**src/rtl/bus_arbiter_if.sv**
```systemverilog
// Core-side request/response buses and the shared memory port seen by bus_arbiter.
// The slave view belongs to the arbiter. The master view belongs to the environment
// (fetch unit, memory stage and memory port) that surrounds it.
interface bus_arbiter_if;
  // Instruction fetch port
  logic        ireq_valid;
  logic [63:0] ireq_addr;
  logic        iresp_ok;
  logic [31:0] iresp_data;

  // Data port
  logic        dreq_valid;
  logic [63:0] dreq_addr;
  logic [2:0]  dreq_size;
  logic [7:0]  dreq_strobe;
  logic [63:0] dreq_data;
  logic        dresp_ok;
  logic [63:0] dresp_data;

  // Shared memory port
  logic        mreq_valid;
  logic [63:0] mreq_addr;
  logic [2:0]  mreq_size;
  logic [7:0]  mreq_strobe;
  logic [63:0] mreq_data;
  logic        mresp_ok;
  logic [63:0] mresp_data;

  // Debug view of the current bus owner
  logic [1:0]  owner;

  modport slave (
    input  ireq_valid, ireq_addr,
    output iresp_ok, iresp_data,
    input  dreq_valid, dreq_addr, dreq_size, dreq_strobe, dreq_data,
    output dresp_ok, dresp_data,
    output mreq_valid, mreq_addr, mreq_size, mreq_strobe, mreq_data,
    input  mresp_ok, mresp_data,
    output owner
  );

  modport master (
    output ireq_valid, ireq_addr,
    input  iresp_ok, iresp_data,
    output dreq_valid, dreq_addr, dreq_size, dreq_strobe, dreq_data,
    input  dresp_ok, dresp_data,
    input  mreq_valid, mreq_addr, mreq_size, mreq_strobe, mreq_data,
    output mresp_ok, mresp_data,
    input  owner
  );
endinterface

```
**src/rtl/bus_arbiter.sv**
```systemverilog
// Shares a single-beat memory port between instruction fetch (I) and the data bus (D).
// A winner is picked only while idle. Its request is latched and held on the memory
// port until mresp_ok arrives. The completion is then returned to that owner alone,
// and only if the owner is still requesting.
module bus_arbiter #(
  parameter int RR_MODE      = 0,
  parameter int STARVE_LIMIT = 4
) (
  input logic         clk,
  input logic         reset,
  bus_arbiter_if.slave bus
);

  localparam int         CNT_W  = (STARVE_LIMIT < 1) ? 1 : $clog2(STARVE_LIMIT + 1);
  localparam logic [2:0] MSIZE4 = 3'd2;

  // The state encoding doubles as the debug owner code.
  typedef enum logic [1:0] {
    IDLE   = 2'b00,
    BUSY_I = 2'b01,
    BUSY_D = 2'b10
  } state_t;

  state_t      r_state;
  state_t      w_next_state;

  logic [63:0] r_addr;
  logic [2:0]  r_size;
  logic [7:0]  r_strobe;
  logic [63:0] r_data;
  logic        r_abandon;
  logic        r_last_d;
  logic [CNT_W-1:0] r_starve_cnt;

  logic        w_grant_i;
  logic        w_grant_d;
  logic        w_starved;
  logic        w_owner_valid;
  logic        w_done;

  assign w_starved = (r_starve_cnt == CNT_W'(STARVE_LIMIT));

  // The requester that owns the bus must keep its valid asserted.
  // Otherwise the transaction is treated as abandoned.
  assign w_owner_valid = (r_state == BUSY_I) ? bus.ireq_valid :
                         (r_state == BUSY_D) ? bus.dreq_valid : 1'b0;

  // A delivered completion requires all of the following:
  //   - we are busy and not in reset;
  //   - the owner is still asking;
  //   - the owner never let go during this transaction.
  assign w_done = !reset && (r_state != IDLE) && bus.mresp_ok &&
                  w_owner_valid && !r_abandon;

  // Next state and arbitration; a grant is only ever made from IDLE
  always_comb begin
    w_next_state = r_state;
    w_grant_i    = 1'b0;
    w_grant_d    = 1'b0;
    case (r_state)
      IDLE: begin
        if (bus.ireq_valid && bus.dreq_valid) begin
          if (RR_MODE != 0) begin
            w_grant_i = r_last_d;
          end else begin
            w_grant_i = w_starved;
          end
          w_grant_d = !w_grant_i;
        end else begin
          w_grant_i = bus.ireq_valid;
          w_grant_d = bus.dreq_valid;
        end
        if (w_grant_i) begin
          w_next_state = BUSY_I;
        end else if (w_grant_d) begin
          w_next_state = BUSY_D;
        end
      end
      BUSY_I, BUSY_D: begin
        if (bus.mresp_ok) begin
          w_next_state = IDLE;
        end
      end
      default: w_next_state = IDLE;
    endcase
  end

  // State register; any mresp_ok in flight during reset is dropped with the state
  always_ff @(posedge clk) begin
    if (reset) begin
      r_state <= IDLE;
    end else begin
      r_state <= w_next_state;
    end
  end

  // Latch the winner's request on the grant and track abandonment while busy
  always_ff @(posedge clk) begin
    if (reset) begin
      r_addr    <= '0;
      r_size    <= '0;
      r_strobe  <= '0;
      r_data    <= '0;
      r_abandon <= 1'b0;
    end else if (w_grant_i) begin
      r_addr    <= bus.ireq_addr;
      r_size    <= MSIZE4;
      r_strobe  <= '0;
      r_data    <= '0;
      r_abandon <= 1'b0;
    end else if (w_grant_d) begin
      r_addr    <= bus.dreq_addr;
      r_size    <= bus.dreq_size;
      r_strobe  <= bus.dreq_strobe;
      r_data    <= bus.dreq_data;
      r_abandon <= 1'b0;
    end else if ((r_state != IDLE) && !w_owner_valid) begin
      r_abandon <= 1'b1;
    end
  end

  // Fairness history:
  //   - r_last_d records which port was granted last (used in round-robin mode).
  //   - r_starve_cnt counts D grants made while I was waiting (fixed mode only).
  always_ff @(posedge clk) begin
    if (reset) begin
      r_last_d     <= 1'b0;
      r_starve_cnt <= '0;
    end else if (w_grant_i) begin
      r_last_d     <= 1'b0;
      r_starve_cnt <= '0;
    end else if (w_grant_d) begin
      r_last_d <= 1'b1;
      if ((RR_MODE == 0) && bus.ireq_valid && !w_starved) begin
        r_starve_cnt <= r_starve_cnt + CNT_W'(1);
      end
    end
  end

  // The memory-port request is the registered busy state plus the latched fields.
  assign bus.mreq_valid  = (r_state != IDLE);
  assign bus.mreq_addr   = r_addr;
  assign bus.mreq_size   = r_size;
  assign bus.mreq_strobe = r_strobe;
  assign bus.mreq_data   = r_data;
  assign bus.owner       = r_state;

  // Completion goes to the owner only.
  // Response data is zero whenever no pulse is being delivered.
  assign bus.iresp_ok   = w_done && (r_state == BUSY_I);
  assign bus.dresp_ok   = w_done && (r_state == BUSY_D);
  assign bus.iresp_data = !bus.iresp_ok ? 32'h0 :
                          (r_addr[2] ? bus.mresp_data[63:32] : bus.mresp_data[31:0]);
  assign bus.dresp_data = bus.dresp_ok ? bus.mresp_data : 64'h0;

endmodule
```
**src/flat_wrapper.sv**
```systemverilog
// flat-port wrapper written by rule: the top's interface ports become plain ports
module bus_arbiter_flat 
#(
  parameter int RR_MODE      = 0,
  parameter int STARVE_LIMIT = 4
)
  (clk, reset, bus_ireq_valid, bus_ireq_addr, bus_iresp_ok, bus_iresp_data, bus_dreq_valid, bus_dreq_addr, bus_dreq_size, bus_dreq_strobe, bus_dreq_data, bus_dresp_ok, bus_dresp_data, bus_mreq_valid, bus_mreq_addr, bus_mreq_size, bus_mreq_strobe, bus_mreq_data, bus_mresp_ok, bus_mresp_data, bus_owner);
  bus_arbiter_if bus_i ();
  input logic clk;
  input logic reset;
  input wire logic [$bits(bus_i.ireq_valid)-1:0] bus_ireq_valid;
  input wire logic [$bits(bus_i.ireq_addr)-1:0] bus_ireq_addr;
  output wire logic [$bits(bus_i.iresp_ok)-1:0] bus_iresp_ok;
  output wire logic [$bits(bus_i.iresp_data)-1:0] bus_iresp_data;
  input wire logic [$bits(bus_i.dreq_valid)-1:0] bus_dreq_valid;
  input wire logic [$bits(bus_i.dreq_addr)-1:0] bus_dreq_addr;
  input wire logic [$bits(bus_i.dreq_size)-1:0] bus_dreq_size;
  input wire logic [$bits(bus_i.dreq_strobe)-1:0] bus_dreq_strobe;
  input wire logic [$bits(bus_i.dreq_data)-1:0] bus_dreq_data;
  output wire logic [$bits(bus_i.dresp_ok)-1:0] bus_dresp_ok;
  output wire logic [$bits(bus_i.dresp_data)-1:0] bus_dresp_data;
  output wire logic [$bits(bus_i.mreq_valid)-1:0] bus_mreq_valid;
  output wire logic [$bits(bus_i.mreq_addr)-1:0] bus_mreq_addr;
  output wire logic [$bits(bus_i.mreq_size)-1:0] bus_mreq_size;
  output wire logic [$bits(bus_i.mreq_strobe)-1:0] bus_mreq_strobe;
  output wire logic [$bits(bus_i.mreq_data)-1:0] bus_mreq_data;
  input wire logic [$bits(bus_i.mresp_ok)-1:0] bus_mresp_ok;
  input wire logic [$bits(bus_i.mresp_data)-1:0] bus_mresp_data;
  output wire logic [$bits(bus_i.owner)-1:0] bus_owner;
  assign bus_i.ireq_valid = bus_ireq_valid;
  assign bus_i.ireq_addr = bus_ireq_addr;
  assign bus_iresp_ok = bus_i.iresp_ok;
  assign bus_iresp_data = bus_i.iresp_data;
  assign bus_i.dreq_valid = bus_dreq_valid;
  assign bus_i.dreq_addr = bus_dreq_addr;
  assign bus_i.dreq_size = bus_dreq_size;
  assign bus_i.dreq_strobe = bus_dreq_strobe;
  assign bus_i.dreq_data = bus_dreq_data;
  assign bus_dresp_ok = bus_i.dresp_ok;
  assign bus_dresp_data = bus_i.dresp_data;
  assign bus_mreq_valid = bus_i.mreq_valid;
  assign bus_mreq_addr = bus_i.mreq_addr;
  assign bus_mreq_size = bus_i.mreq_size;
  assign bus_mreq_strobe = bus_i.mreq_strobe;
  assign bus_mreq_data = bus_i.mreq_data;
  assign bus_i.mresp_ok = bus_mresp_ok;
  assign bus_i.mresp_data = bus_mresp_data;
  assign bus_owner = bus_i.owner;
  bus_arbiter #(.RR_MODE(RR_MODE), .STARVE_LIMIT(STARVE_LIMIT)) u_core (.clk(clk), .reset(reset), .bus(bus_i));
endmodule
```
**config.mk**
```make
export PLATFORM = sky130hd
export DESIGN_NAME = bus_arbiter_flat
export DESIGN_NICKNAME = d
export VERILOG_FILES = /design/src/rtl/bus_arbiter_if.sv /design/src/rtl/bus_arbiter.sv /design/src/flat_wrapper.sv
export SDC_FILE = /design/constraint.sdc
export NUM_CORES = 1
export LEC_CHECK = 0
export CAP_MARGIN = 20
export CORE_AREA = 2 2 200 202
export DETAILED_ROUTE_END_ITERATION = 8
export DIE_AREA = 0 0 202 204
export PLACE_DENSITY = 0.5
export SLEW_MARGIN = 30
export SYNTH_ARGS = -nofsm -noshare
export SYNTH_HDL_FRONTEND = slang
export SYNTH_SLANG_ARGS = --single-unit
```
**constraint.sdc**
```tcl
create_clock -name clk -period 4.1 [get_ports clk]
set_input_delay 1.23 -clock clk [delete_from_list [all_inputs] [get_ports clk]]
set_output_delay 1.23 -clock clk [all_outputs]
set_load 0.02 [all_outputs]
```
* Yosys cells after proc, flatten, opt, wreduce, memory -nomap -nowiden *
Cells that the tools add are included.

operators by class
  $add $sub $neg = 1
  equality and inequality tests = 5
  multiplexer cells = 21
  reduce and logical (&&, ||, !) cells = 22

operators by type and width
  cell                   count
  $mux W64               3
  $mux W32               2
  $mux W1                10
  $mux W2                5
  $logic_and A1 B1 Y1    9
  $logic_not A1 Y1       5
  $pmux W2 S2            1
  $reduce_and A2 Y1      2
  $reduce_bool A2 Y1     2
  $reduce_or A2 Y1       2
  $add A3 B1 Y3 const B  1
  $eq A3 B3 Y1 const B   1
  $ne A3 B3 Y1 const B   1
  $reduce_or A3 Y1       1
  $eq A2 B1 Y1 const B   1
  $eq A2 B2 Y1 const B   1
  $logic_not A2 Y1       1
  $ne A2 B2 Y1 const B   1

storage, ports and cells
  bits in registers = 145
  input bits = 272
  output and inout bits = 240
  logic and storage cells = 57

* Longest topological paths before layout *
Gate-level depths: netlist of run 1.

  word-level depth = 9
  depth in mapped cells = 9
  depth with buffers taken out = 5

* Least setup slack after synthesis of run 1 *
OpenSTA, ideal clock, no wires.

  path kind = input port to output port
  start = input port reset
  end = output port bus_iresp_data[10]
  arrival = 2572 ps
  required time = 2870 ps
  slack = 298 ps
  stages = 5
  buffers on the path = 2
  cells stage by stage = or4b_4 or2_2 buf_6 clkbuf_8 nor2_1

between the ends
  word-level cells in the longest chain between the ends = 7

ends and longest elaborated chain
  item                              line                RTL
  start, declared                   flat_wrapper.sv:10  input logic reset;
  $logic_not A1 Y1                  bus_arbiter.sv:52   assign w_done = !reset && (r_state != IDLE) && bus.mresp_ok &&
  $logic_and A1 B1 Y1 (3 in a row)  bus_arbiter.sv:52
  $logic_and A1 B1 Y1               bus_arbiter.sv:53   w_owner_valid && !r_abandon;
  $logic_and A1 B1 Y1               bus_arbiter.sv:150  assign bus.iresp_ok = w_done && (r_state == BUSY_I);
  $mux W32                          bus_arbiter.sv:152  assign bus.iresp_data = !bus.iresp_ok ? 32'h0 :
  end, declared                     flat_wrapper.sv:14  output wire logic [$bits(bus_i.iresp_data)-1:0] bus_iresp_data;

Every way passes these cells.

* Final worst setup path of run 1 *
  start = input port bus_mresp_ok
  end = output port bus_iresp_data[22]

between the ends
  word-level cells in the longest chain between the ends = 5

ends and longest elaborated chain
  item                              line                RTL
  start, declared                   flat_wrapper.sv:27  input wire logic [$bits(bus_i.mresp_ok)-1:0] bus_mresp_ok;
  $logic_and A1 B1 Y1 (2 in a row)  bus_arbiter.sv:52
  $logic_and A1 B1 Y1               bus_arbiter.sv:53
  $logic_and A1 B1 Y1               bus_arbiter.sv:150
  $mux W32                          bus_arbiter.sv:152

Every way passes these cells.

==> results of run 1 <==
[registers in the layout (all words and copies together), names as in the netlist]
signal                  flops
u_core.bus.owner            2
u_core.r_starve_cnt         3
u_core.bus.mreq_strobe      8
u_core.bus.mreq_size        3
u_core.bus.mreq_addr       64
u_core.bus.mreq_data       64
u_core.r_abandon            1
[layout make-up]
type                    count  share of cell area, %
repair buffers            544                   40.1
multi-input cells         647                   28.6
flip-flops and latches    145                   21.6
well taps                 525                   4.89
clock buffers              21                   3.43
clock inverters            11                  0.960
inverters                   9                  0.252
diodes                      4                 0.0746
[stage by stage]
step	utilization (%)	worst slack (ns)	instances	cell area (um2)	setup TNS [ns]
final	34.3	0.0545	1906	13400	0
after global routing	34.3	0.00750	1906	13400	0
after CTS	34.3	-0.0424	1900	13400	-0.0424
after detailed placement	32.9	-0.658	1862	12900	-57.31
after global placement	32.9	-0.648	1862	12900	-55.51
after floorplan	-	0.298	915	7240	0
[metal layers]
layer  up-vias  GRT usage [%]
met2       424           31.6
met5         -              0
li1       4242              -
met4         2           7.85
met3        61           5.45
met1      4280           21.0
[worst min path at each step]
| stage | start | to | slack (ns) |
|---|---|---|---|
| after global routing | u_core.bus.mreq_data[6] | u_core.bus.mreq_data[6] | 0.50 |
| final | u_core.bus.mreq_data[43] | u_core.bus.mreq_data[43] | 0.47 |
| after detailed placement | u_core.bus.mreq_data[43] | u_core.bus.mreq_data[43] | 0.47 |
| after global placement | u_core.bus.mreq_data[22] | u_core.bus.mreq_data[22] | 0.46 |
| after floorplan | u_core.r_starve_cnt[1] | u_core.r_starve_cnt[1] | 0.47 |
| after CTS | u_core.bus.mreq_data[19] | u_core.bus.mreq_data[19] | 0.47 |
[report_power, final]
group	total, mW	internal (mW)	leakage (nW)	switching [mW]
registers	1.60	1.53	1.19	0.0672
clock network	1.61	0.934	0.284	0.679
logic	1.23	0.612	3.32	0.620
[layout by cell type (no fill, tap or decap), types with 3 or more instances in the layout]
cell and instances:
clkbuf_2 15, clkdlybuf4s50_1 409, nor2_1 31, buf_6 4, a21oi_1 79, o21ai_0 141
mux2i_1 32, clkdlybuf4s15_1 7, dfxtp_1 144, ha_1 5, diode_2 4, clkbuf_16 18
a311oi_1 64, buf_4 17, clkinv_4 3, clkdlybuf4s15_2 32, and2_1 64, dlygate4sd2_1 4
nor3_1 64, buf_12 14, inv_1 9, nand3_1 139, buf_2 36
[what timing repair did]
item | in CTS | in global routing
setup buffers | 4 | 0
resized for setup | 314 | 29
pin swaps | 3 | 4
endpoints found under the setup margin | 98 | 92
gates cloned | 2 | 2
[kinds of logic (layout without fill, tap and decap cells)]
logic type | count (synthesis) | in the layout | share of synthesized area [%]
buf+inv | 123 | 585 | 7.82
compound gates | 295 | 295 | 24.1
fa+ha+maj | 5 | 5 | 0.865
flops | 145 | 145 | 40.1
other cells | 0 | 4 | 0
mux | 32 | 32 | 4.43
simple gates | 315 | 315 | 22.6
[worst reg2reg max path: stages (launching register included)]
cell and delay, ns:
dfxtp_1 0.39, inv_1 0.08, ha_1 0.20, buf_4 0.18
nand2_4 0.41, buf_4 0.43, o21ai_0 0.15, a311oi_1 0.30
==> impl_metrics.yaml, run 1 <==
run_status:
  run_status: "completed"
setup_path:
  cp_num_cells: 8
  worstSetupStartpoint: "bus_mresp_ok"
  r2r_start: "u_core.bus.owner[1]"
  cp_slowest_cell: "or4b_4"
  crit_arrival_ns: 2.82
  endpoint_kind: "output pin"
  crit_required_ns: 2.87
  cpPeakStageDelay_ns: 0.48
  timing.rr.end: "u_core.bus.mreq_addr[59]"
  cp-start-kind: "primary input"
  crit_end: "bus_iresp_data[22]"
  rrSetupSlack_ns: 1.87
  critical_path_class: "in2out"
  critical_path.max_fanout: 7
  cpMostUsedCell: "buf_6"
  critPathTopFamily: "simple AND/OR/NAND/NOR gates"
  crit_buf_inv: 5
  crit_chain: "clkdlybuf4s15_1 -> or4b_4 -> or2_4 -> buf_16 -> buf_8 -> buf_6 -> nor2_4 -> buf_6"
  rr_worst_depth: 7
cts:
  clk_pin_slew_ns: 0.07
  cts_buffers: 17
  clk_latency_ns: 0.43
  cts-root-buf: "clkbuf_16"
  htreeDepth: 4
  clock_sinks: 145
  clk_path_buf_depth: 2
  cts_tree: "done"
  postCtsHoldBufs: 0
detailed_routing:
  drt-met1-wl_um: 15400
  vias: 9009
  highest_layer: "met5"
  drtAntennaViolNets: 0
  first_pass_iters: 5
  dr_wl_met2_um: 19600
  dr_wl_met3_um: 3200
  drc: 0
  post_drt_wl_per_cell_um: 20.7
  viasPerCell: 4.73
  routed_wl_um: 39500
  drt_iter0_drc: 407
power_and_ir_drop:
  powerDensity_mw_per_mm2: 331
  irDropWorstVdd_mv: 0.282
  p_total_mw: 4.45
  p_leak_nw: 4.80
yosys:
  async_flop_share_pct: 0
  synth.distinct_cells: 36
  synth_largest_area_cell: "dfxtp_1"
  syn_nets: 1192
  synth_seq_cells: 145
  yosysSeqAreaShare_pct: 40.1
  synth_commonest_cells: "dfxtp_1, nand3_1, o21ai_0"
  syn-cell-area_mm2: 0.00724
  synth.most_common_cell: "dfxtp_1"
  avgSynthCellArea_um2: 7.91
  synth_top_area_share_pct: 40.1
  yosys_warnings: 0
  synth_flop_cell: "dfxtp_1"
  synth_edf_count: 0
  postSynthCellCount: 915
  synth.area.top_cells: "dfxtp_1, nand3_1, o21ai_0"
worst_hold_path:
  hold_depth: 2
  hp-class: "reg2reg"
timing:
  fmax_mhz: 247
  rsz0062_at_grt: "false"
  skew_ns: 0.00731
  period_share_pct: 98.7
  hold_violations: 0
  worst_slew_pin_slew_ns: 0.878
  relSlewSlack_pct: 41.4
  whs_ns: 0.474
  finalSetupViolations: 0
  fin_crit_ns: 4.05
  finalMaxSlewViolations: 0
layout:
  fillers: 4067
  synthToLayoutAreaGrowth_pct: 85.6
  drive_gt1_share_pct: 12.1
  nets: 1641
  seq_area_mm2: 0.00290
  multi_input_area_mm2: 0.00384
floorplanning:
  coreArea_mm2: 0.0392
  initial_utilization_pct: 18.5
  rows: 73
  die-height_um: 204
  die_w_um: 202
  ioPinCount: 512
  die-area_mm2: 0.0412
flow_run:
  cap_violations: 0
placed_design:
  hpwl_um: 27200
  io_buffers: 511
  gp_congestion: 0.933
grt:
  grt_util_all_layers_pct: 18.3
  grt_pass1_vias: 8962
  grt_max_degree: 79
  antenna_found_initial: 7
  grt_pass1_wl_um: 57700
  overflow: 0
(Power assumes the default switching activity.)
==> inputs of run 2 (changes only) <==
--- a/config.mk
+++ b/config.mk
@@ -5,7 +5,7 @@
 export SDC_FILE = /design/constraint.sdc
 export NUM_CORES = 1
 export LEC_CHECK = 0
-export CAP_MARGIN = 20
+export CAP_MARGIN = 10
 export CORE_AREA = 2 2 200 202
 export DETAILED_ROUTE_END_ITERATION = 8
 export DIE_AREA = 0 0 202 204
==> results of run 2 <==
Final layout, timing and power as in run 1 (identical DEF).
